[src/rtl/phase_sequencer_if.sv]
// Handshake bundle between decoder/memory and the instruction phase sequencer.
// The master side drives the request/acknowledge flags; the slave side is the sequencer.
interface phase_sequencer_if #(
  parameter int unsigned CNT_W = 16
);
  logic             run;
  logic             halt_req;
  logic             need_mem;
  logic             mem_ready;
  logic [4:0]       phase;
  logic             ir_we;
  logic             pc_we;
  logic             halted;
  logic             err;
  logic [CNT_W-1:0] retired;

  modport master (
    output run, halt_req, need_mem, mem_ready,
    input  phase, ir_we, pc_we, halted, err, retired
  );

  modport slave (
    input  run, halt_req, need_mem, mem_ready,
    output phase, ir_we, pc_we, halted, err, retired
  );
endinterface

[src/rtl/phase_sequencer.sv]
// One-hot instruction phase sequencer (F,R,X,M,W) with memory-wait stretching,
// memory-phase skipping, HALT stop and memory timeout flag. WAIT_MAX must be 1..255.
module phase_sequencer #(
  parameter int unsigned WAIT_MAX = 15,
  parameter int unsigned CNT_W    = 16
) (
  input logic              clk,
  input logic              rst,
  phase_sequencer_if.slave bus
);

  typedef enum logic [2:0] {
    S_IDLE,
    S_F,
    S_R,
    S_X,
    S_M,
    S_W,
    S_HALT
  } state_t;

  localparam logic [7:0] WAIT_LAST = 8'(WAIT_MAX - 1);

  state_t           r_state;
  state_t           w_next;
  logic [7:0]       r_wait;
  logic [7:0]       w_wait_next;
  logic [4:0]       r_phase;
  logic             r_err;
  logic [CNT_W-1:0] r_retired;
  logic             w_timeout;
  logic             w_ir_we;
  logic             w_pc_we;

  function automatic logic [4:0] phase_of(input state_t s);
    case (s)
      S_F:     return 5'b00001;
      S_R:     return 5'b00010;
      S_X:     return 5'b00100;
      S_M:     return 5'b01000;
      S_W:     return 5'b10000;
      default: return 5'b00000;
    endcase
  endfunction

  always_comb begin
    w_next      = r_state;
    w_wait_next = r_wait;
    w_timeout   = 1'b0;
    w_ir_we     = 1'b0;
    w_pc_we     = 1'b0;
    case (r_state)
      S_IDLE: begin
        if (bus.run) begin
          w_next      = S_F;
          w_wait_next = '0;
        end
      end
      // F and M share the wait/timeout rule; only the exit target and ir_we differ
      S_F, S_M: begin
        if (bus.mem_ready) begin
          if (r_state == S_F) begin
            w_next  = S_R;
            w_ir_we = 1'b1;
          end else begin
            w_next = S_W;
          end
        end else if (r_wait == WAIT_LAST) begin
          w_next    = S_HALT;
          w_timeout = 1'b1;
        end else begin
          w_wait_next = r_wait + 8'd1;
        end
      end
      S_R: begin
        if (bus.halt_req) begin
          w_next = S_HALT;
        end else begin
          w_next = S_X;
        end
      end
      S_X: begin
        w_wait_next = '0;
        if (bus.need_mem) begin
          w_next = S_M;
        end else begin
          w_next = S_W;
        end
      end
      S_W: begin
        w_next      = S_F;
        w_wait_next = '0;
        w_pc_we     = 1'b1;
      end
      S_HALT: begin
        w_next = S_HALT;
      end
      default: begin
        w_next = S_IDLE;
      end
    endcase
  end

  // Phase is registered from the next state so it always matches r_state.
  always_ff @(posedge clk) begin
    if (rst) begin
      r_state   <= S_IDLE;
      r_wait    <= '0;
      r_phase   <= '0;
      r_err     <= 1'b0;
      r_retired <= '0;
    end else begin
      r_state <= w_next;
      r_wait  <= w_wait_next;
      r_phase <= phase_of(w_next);
      if (w_timeout) begin
        r_err <= 1'b1;
      end
      if (w_pc_we) begin
        r_retired <= r_retired + CNT_W'(1);
      end
    end
  end

  assign bus.phase   = r_phase;
  assign bus.ir_we   = w_ir_we & ~rst;
  assign bus.pc_we   = w_pc_we & ~rst;
  assign bus.halted  = (r_state == S_HALT);
  assign bus.err     = r_err;
  assign bus.retired = r_retired;

endmodule

[src/flat_wrapper.sv]
// flat-port wrapper written by rule: the top's interface ports become plain ports
module phase_sequencer_flat 
#(
  parameter int unsigned WAIT_MAX = 15,
  parameter int unsigned CNT_W    = 16
)
  (clk, rst, bus_run, bus_halt_req, bus_need_mem, bus_mem_ready, bus_phase, bus_ir_we, bus_pc_we, bus_halted, bus_err, bus_retired);
  phase_sequencer_if #(.CNT_W(CNT_W)) bus_i ();
  input logic clk;
  input logic rst;
  input wire logic [$bits(bus_i.run)-1:0] bus_run;
  input wire logic [$bits(bus_i.halt_req)-1:0] bus_halt_req;
  input wire logic [$bits(bus_i.need_mem)-1:0] bus_need_mem;
  input wire logic [$bits(bus_i.mem_ready)-1:0] bus_mem_ready;
  output wire logic [$bits(bus_i.phase)-1:0] bus_phase;
  output wire logic [$bits(bus_i.ir_we)-1:0] bus_ir_we;
  output wire logic [$bits(bus_i.pc_we)-1:0] bus_pc_we;
  output wire logic [$bits(bus_i.halted)-1:0] bus_halted;
  output wire logic [$bits(bus_i.err)-1:0] bus_err;
  output wire logic [$bits(bus_i.retired)-1:0] bus_retired;
  assign bus_i.run = bus_run;
  assign bus_i.halt_req = bus_halt_req;
  assign bus_i.need_mem = bus_need_mem;
  assign bus_i.mem_ready = bus_mem_ready;
  assign bus_phase = bus_i.phase;
  assign bus_ir_we = bus_i.ir_we;
  assign bus_pc_we = bus_i.pc_we;
  assign bus_halted = bus_i.halted;
  assign bus_err = bus_i.err;
  assign bus_retired = bus_i.retired;
  phase_sequencer #(.WAIT_MAX(WAIT_MAX), .CNT_W(CNT_W)) u_core (.clk(clk), .rst(rst), .bus(bus_i));
endmodule
[config.mk]
export PLATFORM = sky130hd
export DESIGN_NAME = phase_sequencer_flat
export DESIGN_NICKNAME = d
export VERILOG_FILES = /design/src/rtl/phase_sequencer_if.sv /design/src/rtl/phase_sequencer.sv /design/src/flat_wrapper.sv
export SDC_FILE = /design/constraint.sdc
export NUM_CORES = 1
export LEC_CHECK = 0
export BUFFER_PORTS_ARGS = -buffer_cell sky130_fd_sc_hd__buf_2
export CORE_ASPECT_RATIO = 0.7
export CORE_UTILIZATION = 58
export DETAILED_ROUTE_END_ITERATION = 6
export GPL_TIMING_DRIVEN = 0
export PLACE_DENSITY_LB_ADDON = 0.25
export SLEW_MARGIN = 10
export SYNTH_ARGS = -nofsm -noshare
export SYNTH_HDL_FRONTEND = slang
export SYNTH_SLANG_ARGS = --single-unit
[constraint.sdc]
create_clock -name clk -period 4 [get_ports clk]
set_input_delay 0.8 -clock clk [delete_from_list [all_inputs] [get_ports clk]]
set_output_delay 0.8 -clock clk [all_outputs]
set_load 0.05 [all_outputs]
After elaboration in Yosys (flattened, before gate mapping)
Cells that the tools add are included.

cells by class
  add/sub/neg operators = 2
  equality and inequality tests = 15
  mux-type cells = 19
  bitwise operators = 3
  reduce and logical (&&, ||, !) cells = 5

operators by type and width
  kind                                           count
  case mux 5 bit (5 select lines)                1
  two-way mux 8 bit                              3
  case mux 8 bit (3 select lines)                1
  case mux 3 bit (6 select lines)                1
  adder 16 x 1 -> 16 bit, second input constant  1
  == test 3 bit, second input constant           5
  two-way mux 3 bit                              5
  == test 3 x 2 -> 1 bit, second input constant  4
  adder 8 x 1 -> 8 bit, second input constant    1
  == test 8 x 4 -> 1 bit, second input constant  1
  two-way mux 1 bit                              8
  == test 3 x 1 -> 1 bit, second input constant  2
  inequality test 2 bit, second input constant   3
  AND reduction 4 bit                            1
  OR reduction 2 bit                             2
  zero test 3 bit                                1
  nonzero test 3 bit                             1
  AND 1 bit                                      2
  NOT 1 bit                                      1

word-level totals
  register bits = 33
  bits of input ports = 6
  output and inout port bits = 25
  logic and storage cells = 49

Logic depth before layout (Yosys ltp)
Gate-level depths: netlist (run 1).

  depth in word-level cells = 6
  depth in mapped cells = 8

Worst setup path after synthesis (run 1)
OpenSTA, ideal clock, no wires.

  kind = input port to output port
  from = input port rst
  to = output port bus_ir_we
  arrival = 2.118 ns
  required time = 3.200 ns
  slack = 1.082 ns
  cell stages on the path = 2
  buffers on the path = 1
  cell sequence = clkbuf_1 -> nor3b_1

between the ends
  word-level cells in the longest chain between the ends = 2

RTL lines
  element      line                    RTL
  from (decl)  flat_wrapper.sv:10      input logic rst;
  NOT 1 bit    phase_sequencer.sv:126  assign bus.ir_we = w_ir_we & ~rst;
  AND 1 bit    phase_sequencer.sv:126
  to (decl)    flat_wrapper.sv:16      output wire logic [$bits(bus_i.ir_we)-1:0] bus_ir_we;

No other way between the ends.

Final worst setup path (run 1)
  from = input port rst
  to = output port bus_pc_we

between the ends
  word-level cells in the longest chain between the ends = 2

RTL lines
  element    line                    RTL
  NOT 1 bit  phase_sequencer.sv:127  assign bus.pc_we = w_pc_we & ~rst;
  AND 1 bit  phase_sequencer.sv:127
  to (decl)  flat_wrapper.sv:17      output wire logic [$bits(bus_i.pc_we)-1:0] bus_pc_we;

No other way between the ends.

==> impl_metrics.prom, run 1 <==
# TYPE chip_impl_metric gauge
chip_impl_metric{name="max_slew.worst_pin.slew",unit="ns"} 0.469
chip_impl_metric{name="buffer_ports.inserted",unit=""} 29
chip_impl_metric{name="final_layout_size_suffix_gt1_frac",unit=""} 0.242
chip_impl_metric{name="cellPowerDensity",unit="mW/mm²"} 359
chip_impl_metric{name="layout.cells.non_filler",unit=""} 257
chip_impl_info{name="synth-main-ff-cell",value="dfxtp_1"} 1
chip_impl_metric{name="dpl.hpwl",unit="mm"} 2.82
chip_impl_info{name="hold_path.class",value="reg2reg"} 1
chip_impl_metric{name="final_critical_path_setup_slack",unit="ns"} 1.44
chip_impl_metric{name="number_of_synthesized_flops_with_an_enable_pin",unit=""} 0
chip_impl_metric{name="clock_sink_count",unit=""} 33
chip_impl_metric{name="h-tree-depth",unit=""} 2
chip_impl_metric{name="nets",unit=""} 232
chip_impl_info{name="path_delay_family",value="buffers and inverters"} 1
chip_impl_metric{name="asyncSetResetFlopFracSynth",unit=""} 0
chip_impl_metric{name="nFillCells",unit=""} 191
chip_impl_metric{name="yosysTopAreaCellShare",unit=""} 0.396
chip_impl_metric{name="crit_path_max_incr_delay",unit="ns"} 0.39
chip_impl_info{name="path_common_cell",value="clkbuf_1"} 1
chip_impl_metric{name="mappedNetlistNets",unit=""} 196
chip_impl_metric{name="placed_inst_area",unit="mm²"} 0.00185
chip_impl_metric{name="clock_tree.buffer_depth",unit=""} 2
chip_impl_metric{name="worstRegToRegCells",unit=""} 6
chip_impl_metric{name="synth-adder-area-share",unit=""} 0.0225
chip_impl_metric{name="drt-total-wl",unit="mm"} 3.75
chip_impl_metric{name="cap_violations",unit=""} 0
chip_impl_metric{name="timing.fmax",unit="MHz"} 390
chip_impl_info{name="largest_family_of_logic_cells_by_synthesized_area",value="simple AND/OR/NAND/NOR gates"} 1
chip_impl_metric{name="detailedPlace.worstSlack",unit="ns"} 1.46
chip_impl_metric{name="totalNegativeSetupSlack",unit="ns"} 0
chip_impl_metric{name="design.die.area",unit="mm²"} 0.00310
chip_impl_metric{name="antenna-diode-count",unit=""} 0
chip_impl_info{name="status",value="finished, final reports clean"} 1
chip_impl_metric{name="synthesis.area",unit="mm²"} 0.00167
chip_impl_metric{name="synth_warnings",unit=""} 0
chip_impl_metric{name="floorplan.io_pins",unit=""} 31
chip_impl_metric{name="timing.clock.skew",unit="ns"} 0.00470
chip_impl_metric{name="wl_per_cell",unit="µm"} 14.6
chip_impl_info{name="cts.root.buffer_cell",value="clkbuf_8"} 1
chip_impl_metric{name="placed_cells_incl_taps",unit=""} 250
chip_impl_metric{name="fin_area",unit="mm²"} 0.00194
chip_impl_metric{name="die_x",unit="µm"} 66.1
chip_impl_metric{name="cts.clk_slew.worst_paths",unit="ns"} 0.06
chip_impl_metric{name="final_max_slew_viol_count",unit=""} 0
chip_impl_metric{name="overflow",unit=""} 0
chip_impl_metric{name="layout-area-overhead-vs-synth",unit="%"} 16.4
chip_impl_metric{name="cellLeakagePower",unit="µW"} 0.000803
chip_impl_metric{name="worstPathArrival",unit="ns"} 1.76
chip_impl_metric{name="detailed_route_vias_per_instance",unit=""} 5.75
chip_impl_info{name="cpMaxStageDelayCell",value="clkbuf_1"} 1
chip_impl_info{name="startpoint_type",value="input port"} 1
chip_impl_info{name="synth.most_common_cell",value="dfxtp_1"} 1
chip_impl_metric{name="dr.pass1.iters",unit=""} 4
chip_impl_info{name="critical_path.cell_chain",value="clkbuf_1, clkbuf_1, nor2_1, buf_2"} 1
chip_impl_metric{name="postCtsHoldBufs",unit=""} 0
chip_impl_metric{name="numCtsBuffers",unit=""} 5
chip_impl_metric{name="post-cts-setup-buffer-count",unit=""} 0
chip_impl_metric{name="drc_errors",unit=""} 0
chip_impl_metric{name="critical_path_buf_inv_count",unit=""} 3
chip_impl_metric{name="hold-path-cell-count",unit=""} 2
chip_impl_metric{name="yosys_register_bits",unit=""} 33
chip_impl_metric{name="p_total",unit="µW"} 696
chip_impl_metric{name="via_count_of_the_first_global_routing_pass",unit=""} 1271
chip_impl_metric{name="report.final.hold_viol_count",unit=""} 0
chip_impl_metric{name="unique_masters_post_synth",unit=""} 44
chip_impl_info{name="synth_top_cells_by_area",value="dfxtp_1 (40%), nor2_1 (7.0%), xnor2_1 (6.3%), xor2_1 (5.3%), nand3_1 (3.3%)"} 1
chip_impl_metric{name="starting_drt_drc_count",unit=""} 109
chip_impl_metric{name="initial_core_util",unit=""} 0.643
chip_impl_metric{name="setup_viol",unit=""} 0
chip_impl_metric{name="layout_min_cycle_time",unit="ns"} 2.56
chip_impl_metric{name="netlist_instances",unit=""} 187
chip_impl_metric{name="die_h",unit="µm"} 46.9
chip_impl_metric{name="required",unit="ns"} 3.20
chip_impl_metric{name="globalRouteTotalUtil",unit=""} 0.268
chip_impl_info{name="ys_top_cells_by_count",value="dfxtp_1 (33), nor2_1 (31), xnor2_1 (12)"} 1
chip_impl_info{name="rsz0062_at_grt",value="no"} 1
chip_impl_metric{name="path_depth",unit=""} 4
chip_impl_metric{name="final_min_period_over_clock_period",unit=""} 0.641
chip_impl_info{name="synth_top_area_cell",value="dfxtp_1"} 1
chip_impl_metric{name="synthMuxAreaShare",unit=""} 0
chip_impl_metric{name="global_route_wire_length_before_repair",unit="mm"} 6.02
chip_impl_metric{name="slew-limit-headroom",unit=""} 0.687
chip_impl_metric{name="yosys.area_share.simple",unit=""} 0.322
chip_impl_metric{name="grt_start_max_net_pins",unit=""} 11
chip_impl_metric{name="grt_antenna_before_repair",unit=""} 0
chip_impl_metric{name="clock_insertion_delay_worst_skew",unit="ns"} 0.28
chip_impl_metric{name="synthXorXnorAreaFrac",unit=""} 0.116
chip_impl_metric{name="syn_avg_cell_area",unit="µm²"} 8.91
chip_impl_metric{name="peakVddDrop",unit="µV"} 222
chip_impl_metric{name="critical_path.max_fanout",unit=""} 10
chip_impl_metric{name="synth_compound_gate_area_share",unit=""} 0.0931
chip_impl_info{name="crit_type",value="in2out"} 1
chip_impl_info{name="clock_tree_from_tritoncts",value="built"} 1
chip_impl_metric{name="core-area",unit="mm²"} 0.00259
chip_impl_metric{name="row_count",unit=""} 15
chip_impl_metric{name="post_cts_resized",unit=""} 0
chip_impl_metric{name="part_of_the_yosys_area_used_for_sequential_elements",unit=""} 0.396
chip_impl_info{name="timing.critical_path.to_type",value="primary output"} 1
chip_impl_metric{name="vias",unit=""} 1478
chip_impl_metric{name="ant_nets",unit=""} 0
chip_impl_metric{name="finalWeightedCongestion",unit=""} 0.910
stage by stage:
| stage | utilization | hold WS, ns |
|---|---|---|
| 6_report | 0.749 | 0.503 |
| 5_1_grt | 0.749 | 0.549 |
| 4_1_cts | 0.749 | 0.517 |
| 3_5_place_dp | 0.716 | 0.486 |
| 3_3_place_gp | 0.716 | 0.449 |
| 2_1_floorplan | - | 0.487 |
worst paths after layout:
| kind | to | slack (ns) | from |
|---|---|---|---|
| worst max-delay path | bus_pc_we | 1.44 | rst |
| worst min-delay path | u_core.bus.err$_SDFFE_PP0P_ | 0.50 | u_core.bus.err$_SDFFE_PP0P_ |
| worst max register to register | u_core.bus.phase[3]$_SDFF_PP0_ | 2.25 | u_core.r_wait[0]$_SDFFE_PP0P_ |
| worst min register to register | u_core.bus.err$_SDFFE_PP0P_ | 0.50 | u_core.bus.err$_SDFFE_PP0P_ |
cell usage in the layout, fill, tap and decap left out, drive strengths merged, types with 2 or more instances in the layout:
cell type  count
nand2         11
and4           2
ha             3
buf           34
and3           6
nor3           7
inv            6
nor3b          3
o21ai          5
a21oi          4
o311ai         2
nand4          2
xor2          10
xnor2         12
nor4           7
dfxtp         33
nor2b          4
clkbuf        11
nand2b         2
nor2          31
and2           2
nand3         12
power breakdown:
part / switching [µW] / total (µW) / leakage (µW) / internal (µW)
Combinational: 68.0 / 106 / 0.000492 / 37.9
Sequential: 5.05 / 341 / 0.000267 / 336
Clock: 113 / 249 / 0.0000443 / 136
metal layers:
layer  vias to the layer above  GRT usage  wire [µm]
met1                       716      0.350       1790
met3                         7     0.0752        240
met4                         0     0.0936         65
met2                        46      0.435       1660
met5                         -          0          0
li1                        709          -          -
registers in the layout, summed over array words and instances (netlist names):
register / cells
u_core.bus.err: 1
u_core.bus.phase: 5
u_core.bus.retired: 16
u_core.r_state: 3
u_core.r_wait: 8
cells by family (layout without fill, tap and decap cells):
kind of cell | count (synthesis) | after routing
AO/OA/AOI/OAI | 18 | 18
XOR/XNOR | 22 | 22
adder cells (fa/ha/maj) | 3 | 3
buffers and inverters | 15 | 51
flip-flops | 33 | 33
AND/OR/NAND/NOR | 96 | 96
worst min-delay path: stages (launching register included):
cell and delay [ns]:
dfxtp_1 0.34, a21oi_1 0.04, nor2_1 0.08
cell type report:
type,instances,area (µm²),area share
Timing Repair Buffer,29,145,0.0748
Sequential cell,33,661,0.340
Buffer,9,61.3,0.0316
Tap cell,34,42.5,0.0219
Clock buffer,7,86.3,0.0445
Inverter,6,22.5,0.0116
Multi-Input combinational cell,139,922,0.475
Power figures use the tool's default switching activity.
==> inputs of run 2 (changes only) <==
--- a/config.mk
+++ b/config.mk
@@ -7,7 +7,7 @@
 export LEC_CHECK = 0
 export BUFFER_PORTS_ARGS = -buffer_cell sky130_fd_sc_hd__buf_2
 export CORE_ASPECT_RATIO = 0.7
-export CORE_UTILIZATION = 58
+export CORE_UTILIZATION = 49
 export DETAILED_ROUTE_END_ITERATION = 6
 export GPL_TIMING_DRIVEN = 0
 export PLACE_DENSITY_LB_ADDON = 0.25
==> constraint.sdc (replaced) <==
create_clock -name clk -period 2.3 [get_ports clk]
set_input_delay 0.46 -clock clk [delete_from_list [all_inputs] [get_ports clk]]
set_output_delay 0.46 -clock clk [all_outputs]
set_load 0.05 [all_outputs]
==> impl_metrics.prom, run 2 (same netlist as run 1, synthesis figures left out) <==
# TYPE chip_impl_metric gauge
chip_impl_metric{name="post-cts-setup-buffer-count",unit=""} 0
chip_impl_metric{name="regToRegSetupSlack",unit="ns"} 0.50
chip_impl_info{name="cts.root.buffer_cell",value="clkbuf_8"} 1
chip_impl_metric{name="via_count_of_the_first_global_routing_pass",unit=""} 1133
chip_impl_metric{name="clock_tree.buffer_depth",unit=""} 2
chip_impl_metric{name="hold_slack",unit="ns"} 0.481
chip_impl_metric{name="die_x",unit="µm"} 71.7
chip_impl_metric{name="worstRegToRegCells",unit=""} 6
chip_impl_metric{name="clock_insertion_delay_worst_skew",unit="ns"} 0.28
chip_impl_info{name="clock_tree_from_tritoncts",value="built"} 1
chip_impl_metric{name="cts.clk_slew.worst_paths",unit="ns"} 0.07
chip_impl_metric{name="nets",unit=""} 232
chip_impl_metric{name="final_max_slew_viol_count",unit=""} 0
chip_impl_metric{name="antenna-diode-count",unit=""} 0
chip_impl_metric{name="peakVddDrop",unit="µV"} 317
chip_impl_info{name="timing.critical_path.to_type",value="primary output"} 1
chip_impl_metric{name="overflow",unit=""} 0
chip_impl_metric{name="global_route_wire_length_before_repair",unit="mm"} 5.35
chip_impl_metric{name="hold-path-cell-count",unit=""} 2
chip_impl_metric{name="ant_nets",unit=""} 0
chip_impl_metric{name="post_cts_resized",unit=""} 0
chip_impl_info{name="dr.max_layer_used",value="met4"} 1
chip_impl_metric{name="worstPathArrival",unit="ns"} 1.63
chip_impl_metric{name="numCtsBuffers",unit=""} 5
chip_impl_info{name="critical_path.cell_chain",value="buf_6, or3b_4, nor3b_2, buf_2"} 1
chip_impl_info{name="crit_type",value="reg2out"} 1
chip_impl_metric{name="max_slew.worst_pin.slew",unit="ns"} 0.448
chip_impl_info{name="hold_end",value="u_core.bus.err$_SDFFE_PP0P_"} 1
chip_impl_metric{name="core-area",unit="mm²"} 0.00319
chip_impl_metric{name="dpl.hpwl",unit="mm"} 2.48
chip_impl_info{name="rsz0062_at_grt",value="no"} 1
chip_impl_metric{name="critical_path.max_fanout",unit=""} 9
chip_impl_metric{name="layout.cells.non_filler",unit=""} 261
chip_impl_metric{name="row_count",unit=""} 17
chip_impl_metric{name="final_min_period_over_clock_period",unit=""} 0.908
chip_impl_info{name="start_point_of_the_worst_min_delay_path",value="u_core.bus.err$_SDFFE_PP0P_"} 1
chip_impl_metric{name="finalWeightedCongestion",unit=""} 0.866
chip_impl_metric{name="largest_register_ffs",unit=""} 16
chip_impl_info{name="layout_common_cells",value="dfxtp_1 (33), nor2_1 (31), buf_2 (30)"} 1
chip_impl_info{name="cpMaxStageDelayCell",value="or3b_4"} 1
chip_impl_metric{name="setup_viol",unit=""} 0
chip_impl_metric{name="required",unit="ns"} 1.84
chip_impl_metric{name="detailedPlace.worstSlack",unit="ns"} 0.391
chip_impl_metric{name="starting_drt_drc_count",unit=""} 77
chip_impl_info{name="hold_path.class",value="reg2reg"} 1
chip_impl_metric{name="clock_sink_count",unit=""} 33
chip_impl_metric{name="drt-total-wl",unit="mm"} 3.35
chip_impl_metric{name="die_h",unit="µm"} 50.8
chip_impl_metric{name="final_layout_size_suffix_gt1_frac",unit=""} 0.247
chip_impl_metric{name="wl_met2",unit="mm"} 1.35
chip_impl_metric{name="initial_core_util",unit=""} 0.522
chip_impl_info{name="startpoint_type",value="flop"} 1
chip_impl_metric{name="detailed_route_vias_per_instance",unit=""} 5.29
chip_impl_info{name="path_delay_family",value="simple AND/OR/NAND/NOR gates"} 1
chip_impl_info{name="critical_path.reg2reg.endpoint",value="u_core.bus.phase[3]$_SDFF_PP0_"} 1
chip_impl_metric{name="dr_wl_met3",unit="µm"} 161
chip_impl_metric{name="globalRouteTotalUtil",unit=""} 0.194
chip_impl_metric{name="slew-limit-headroom",unit=""} 0.701
chip_impl_metric{name="cellLeakagePower",unit="µW"} 0.000805
chip_impl_metric{name="timing.clock.skew",unit="ns"} 0.00505
chip_impl_metric{name="wl_per_cell",unit="µm"} 12.8
chip_impl_metric{name="vias",unit=""} 1381
chip_impl_metric{name="crit_path_max_incr_delay",unit="ns"} 0.44
chip_impl_metric{name="postCtsHoldBufs",unit=""} 0
chip_impl_metric{name="buffer_ports.inserted",unit=""} 29
chip_impl_metric{name="drc_errors",unit=""} 0
chip_impl_metric{name="p_total",unit="µW"} 1220
chip_impl_metric{name="dr.pass1.iters",unit=""} 4
chip_impl_metric{name="design.die.area",unit="mm²"} 0.00364
chip_impl_metric{name="layout-area-overhead-vs-synth",unit="%"} 17.0
chip_impl_metric{name="floorplan.io_pins",unit=""} 31
chip_impl_info{name="final_common_cell",value="dfxtp_1"} 1
chip_impl_metric{name="timing.fmax",unit="MHz"} 479
chip_impl_metric{name="layout_min_cycle_time",unit="ns"} 2.09
chip_impl_info{name="r2r_start",value="u_core.r_wait[0]$_SDFFE_PP0P_"} 1
chip_impl_info{name="status",value="finished, final reports clean"} 1
chip_impl_metric{name="final_critical_path_setup_slack",unit="ns"} 0.213
chip_impl_metric{name="h-tree-depth",unit=""} 2
chip_impl_metric{name="grt_start_max_net_pins",unit=""} 11
chip_impl_metric{name="report.final.hold_viol_count",unit=""} 0
chip_impl_metric{name="critical_path_buf_inv_count",unit=""} 2
chip_impl_metric{name="met1_length",unit="mm"} 1.81
chip_impl_metric{name="grt_antenna_before_repair",unit=""} 0
chip_impl_metric{name="totalNegativeSetupSlack",unit="ns"} 0
chip_impl_metric{name="cap_violations",unit=""} 0
chip_impl_metric{name="placed_cells_incl_taps",unit=""} 254
chip_impl_metric{name="cellPowerDensity",unit="mW/mm²"} 624
## run 2: layout make-up
type / instances / area (µm²)
Tap cell: 38 / 47.5
Fill cell: 274 / 1240
Inverter: 6 / 22.5
Multi-Input combinational cell: 139 / 927
Sequential cell: 33 / 661
Buffer: 9 / 61.3
Timing Repair Buffer: 29 / 145
Clock buffer: 7 / 86.3
## run 2: how the worst max path moves through the flow
stage	from	endpoint	slack, ns	cells past startpoint
2_1_floorplan	u_core.r_state[0]$_SDFF_PP0_	bus_ir_we	0.32	3
3_3_place_gp	rst	bus_pc_we	0.38	4
3_5_place_dp	rst	bus_pc_we	0.39	4
4_1_cts	u_core.r_state[0]$_SDFF_PP0_	bus_ir_we	0.20	4
5_1_grt	u_core.r_state[0]$_SDFF_PP0_	bus_ir_we	0.15	4
6_report	u_core.r_state[0]$_SDFF_PP0_	bus_ir_we	0.21	4
## run 2: where the power goes
group	internal [µW]	leakage, µW	switching [µW]
Combinational	66.3	0.000494	115
Sequential	584	0.000267	9.17
Clock	237	0.0000443	205
## run 2: metal layers
metal / vias up / GRT usage
met3: 4 / 0.0542
met2: 32 / 0.253
met4: 0 / 0.0686
met1: 630 / 0.295
met5: - / 0
li1: 715 / -
## run 2: tightest hold or removal path, stage by stage (launching register included)
cell and delay [ns]:
dfxtp_1 0.33, a21oi_1 0.04, nor2_1 0.07
## run 2: stage by stage
step                      utilization  area, µm²
after global routing            0.611       1950
after detailed placement        0.584       1860
final                           0.611       1950
after global placement          0.584       1860
after floorplan                     -       1670
after CTS                       0.611       1950
==> inputs of run 3 (changes only) <==
--- a/config.mk
+++ b/config.mk
@@ -5,9 +5,10 @@
 export SDC_FILE = /design/constraint.sdc
 export NUM_CORES = 1
 export LEC_CHECK = 0
+export ABC_AREA = 1
 export BUFFER_PORTS_ARGS = -buffer_cell sky130_fd_sc_hd__buf_2
 export CORE_ASPECT_RATIO = 0.7
-export CORE_UTILIZATION = 49
+export CORE_UTILIZATION = 50
 export DETAILED_ROUTE_END_ITERATION = 6
 export GPL_TIMING_DRIVEN = 0
 export PLACE_DENSITY_LB_ADDON = 0.25
==> impl_metrics.prom, run 3 <==
# TYPE chip_impl_metric gauge
chip_impl_metric{name="required",unit="ns"} 1.84
chip_impl_metric{name="cap_violations",unit=""} 0
chip_impl_metric{name="unique_masters_post_synth",unit=""} 26
chip_impl_metric{name="number_of_synthesized_flops_with_an_enable_pin",unit=""} 0
chip_impl_metric{name="cts.clk_slew.worst_paths",unit="ns"} 0.07
chip_impl_metric{name="row_count",unit=""} 17
chip_impl_metric{name="ant_nets",unit=""} 0
chip_impl_metric{name="final_layout_size_suffix_gt1_frac",unit=""} 0.168
chip_impl_metric{name="setup_viol",unit=""} 0
chip_impl_info{name="final_common_cell",value="nand2_1"} 1
chip_impl_metric{name="timing.clock.skew",unit="ns"} 0.00774
chip_impl_metric{name="overflow",unit=""} 0
chip_impl_metric{name="design.die.area",unit="mm²"} 0.00378
chip_impl_metric{name="numCtsBuffers",unit=""} 5
chip_impl_metric{name="drc_errors",unit=""} 0
chip_impl_metric{name="drt-total-wl",unit="mm"} 4.09
chip_impl_metric{name="asyncSetResetFlopFracSynth",unit=""} 0
chip_impl_info{name="timing.critical_path.to_type",value="primary output"} 1
chip_impl_metric{name="multi_input_comb_area",unit="µm²"} 940
chip_impl_metric{name="clock_tree.buffer_depth",unit=""} 2
chip_impl_info{name="critical_path.cell_chain",value="clkbuf_2, inv_1, nand3_1, nor3_1, buf_2"} 1
chip_impl_info{name="ys_top_cells_by_count",value="nand2_1 (67), nor2_1 (51), inv_1 (37)"} 1
chip_impl_metric{name="synth_warnings",unit=""} 0
chip_impl_metric{name="final_min_period_over_clock_period",unit=""} 0.872
chip_impl_metric{name="worstPathArrival",unit="ns"} 1.55
chip_impl_info{name="hold_path.class",value="in2reg"} 1
chip_impl_metric{name="nets",unit=""} 323
chip_impl_metric{name="core-area",unit="mm²"} 0.00325
chip_impl_info{name="rsz0062_at_grt",value="no"} 1
chip_impl_metric{name="max_slew.worst_pin.slew",unit="ns"} 0.537
chip_impl_metric{name="clock_sink_count",unit=""} 33
chip_impl_metric{name="synthesis.area",unit="mm²"} 0.00177
chip_impl_metric{name="starting_drt_drc_count",unit=""} 201
chip_impl_metric{name="clock_insertion_delay_worst_skew",unit="ns"} 0.28
chip_impl_metric{name="final_max_slew_viol_count",unit=""} 0
chip_impl_metric{name="peakVddDrop",unit="µV"} 708
chip_impl_metric{name="slew-limit-headroom",unit=""} 0.642
chip_impl_metric{name="via_count_of_the_first_global_routing_pass",unit=""} 1469
chip_impl_metric{name="crit_path_max_incr_delay",unit="ns"} 0.30
chip_impl_metric{name="mappedNetlistNets",unit=""} 286
chip_impl_metric{name="utilization",unit=""} 0.632
chip_impl_metric{name="wl_per_cell",unit="µm"} 11.3
chip_impl_metric{name="buffer_ports.inserted",unit=""} 30
chip_impl_metric{name="finalWeightedCongestion",unit=""} 0.851
chip_impl_metric{name="die_h",unit="µm"} 51.7
chip_impl_metric{name="die_x",unit="µm"} 73.0
chip_impl_metric{name="report.final.hold_viol_count",unit=""} 0
chip_impl_metric{name="totalNegativeSetupSlack",unit="ns"} 0
chip_impl_metric{name="initial_core_util",unit=""} 0.543
chip_impl_metric{name="floorplan.io_pins",unit=""} 31
chip_impl_metric{name="layout_min_cycle_time",unit="ns"} 2.01
chip_impl_metric{name="yosys_register_bits",unit=""} 33
chip_impl_metric{name="grt_antenna_before_repair",unit=""} 0
chip_impl_info{name="cts.root.buffer_cell",value="clkbuf_8"} 1
chip_impl_metric{name="dpl.hpwl",unit="mm"} 2.98
chip_impl_info{name="synth-main-ff-cell",value="dfxtp_1"} 1
chip_impl_metric{name="netlist_instances",unit=""} 277
chip_impl_metric{name="globalRouteTotalUtil",unit=""} 0.239
chip_impl_metric{name="post_cts_resized",unit=""} 0
chip_impl_metric{name="part_of_the_yosys_area_used_for_sequential_elements",unit=""} 0.374
chip_impl_metric{name="sequential_cell_area",unit="µm²"} 661
chip_impl_metric{name="cellLeakagePower",unit="µW"} 0.000944
chip_impl_metric{name="antenna-diode-count",unit=""} 0
chip_impl_info{name="clock_tree_from_tritoncts",value="built"} 1
chip_impl_metric{name="cellPowerDensity",unit="mW/mm²"} 773
chip_impl_metric{name="largest_register_ffs",unit=""} 16
chip_impl_info{name="cpMaxStageDelayCell",value="dfxtp_1"} 1
chip_impl_info{name="synth.most_common_cell",value="nand2_1"} 1
chip_impl_metric{name="syn_avg_cell_area",unit="µm²"} 6.38
chip_impl_info{name="crit_type",value="reg2out"} 1
chip_impl_info{name="layout_common_cells",value="nand2_1 (67), nor2_1 (51), inv_1 (37)"} 1
chip_impl_metric{name="h-tree-depth",unit=""} 2
chip_impl_metric{name="global_route_wire_length_before_repair",unit="mm"} 6.76
chip_impl_metric{name="post-cts-setup-buffer-count",unit=""} 0
chip_impl_metric{name="detailed_route_vias_per_instance",unit=""} 4.97
chip_impl_info{name="synth_top_cells_by_area",value="dfxtp_1 (37%), nand2_1 (14%), nor2_1 (11%), inv_1 (7.9%), a21oi_1 (4.8%)"} 1
chip_impl_metric{name="layout-area-overhead-vs-synth",unit="%"} 16.5
chip_impl_metric{name="timing.fmax",unit="MHz"} 498
chip_impl_metric{name="critical_path.max_fanout",unit=""} 8
chip_impl_info{name="startpoint_type",value="flop"} 1
chip_impl_metric{name="vias",unit=""} 1799
chip_impl_metric{name="postCtsHoldBufs",unit=""} 0
chip_impl_info{name="status",value="finished, final reports clean"} 1
chip_impl_metric{name="yosysTopAreaCellShare",unit=""} 0.374
chip_impl_metric{name="nFillCells",unit=""} 316
chip_impl_metric{name="dr.pass1.iters",unit=""} 4
chip_impl_metric{name="grt_start_max_net_pins",unit=""} 11
chip_impl_info{name="synth_top_area_cell",value="dfxtp_1"} 1
==> run 3: changes by cell type after synthesis, sizes merged, moves of 3 or more <==
cell / previous run / this run
nor2: 31 / 56
inv: 6 / 40
nor4: 7 / 0
nand4: 2 / 5
xor2: 10 / 1
nand2: 11 / 70
a21oi: 4 / 17
xnor2: 12 / 1
nor2b: 4 / 0
nand3: 12 / 20
buf: 5 / 0
o21ai: 5 / 17
and3: 6 / 0
==> run 3: path summary, 6_finish.rpt <==
check                                from                                  end  slack (ns)  cells after the start
min                                   rst       u_core.bus.phase[1]$_SDFF_PP0_        0.39                      2
max reg2reg  u_core.r_state[1]$_SDFF_PP0_  u_core.bus.retired[14]$_SDFFE_PP0P_        0.70                      8
min reg2reg   u_core.bus.err$_SDFFE_PP0P_          u_core.bus.err$_SDFFE_PP0P_        0.48                      1
max          u_core.r_state[2]$_SDFF_PP0_                            bus_ir_we        0.29                      5
==> run 3: kinds of logic after synthesis <==
family | share of synthesized area
AO/OA/AOI/OAI | 0.110
AND/OR/NAND/NOR | 0.390
adder cells (fa/ha/maj) | 0.0212
flip-flops | 0.374
XOR/XNOR | 0.00992
buffers and inverters | 0.0942
==> run 3: metal layers <==
layer,up-vias,GRT usage,wire length (µm)
met2,52,0.329,1560
met5,-,0,0
met3,5,0.0562,306
met4,0,0.0686,36
met1,793,0.365,2190
li1,949,-,-
==> run 3: layout make-up <==
type	instances	area share
inverters	40	0.0729
plain buffers	4	0.00790
clock inverters	2	0.00486
well taps	47	0.0286
repair buffers	30	0.0729
multi-input cells	200	0.457
clock buffers	6	0.0353
flip-flops and latches	33	0.321
==> run 3: critical path, delay by kind of cell, from the launching register on <==
| kind | cells | cell delay [ns] |
|---|---|---|
| flip-flops | 1 | 0.30 |
| buffers and inverters | 3 | 0.59 |
| AND/OR/NAND/NOR | 2 | 0.37 |
==> run 3: per-stage QoR <==
stage	total power, µW	worst slack, ns	std cells	hold slack (ns)	instance area (µm²)
after CTS	1600	0.309	362	0.380	2060
after global routing	1670	0.192	362	0.391	2060
after global placement	1160	0.495	354	0.453	1980
after detailed placement	1170	0.500	354	0.453	1980
after floorplan	1050	0.104	277	0.472	1770
final	1590	0.293	362	0.386	2060
==> run 3: where the power goes <==
part	internal [µW]	switching [µW]
clock	210	218
sequential	612	40.8
combinational	133	376
total	955	635
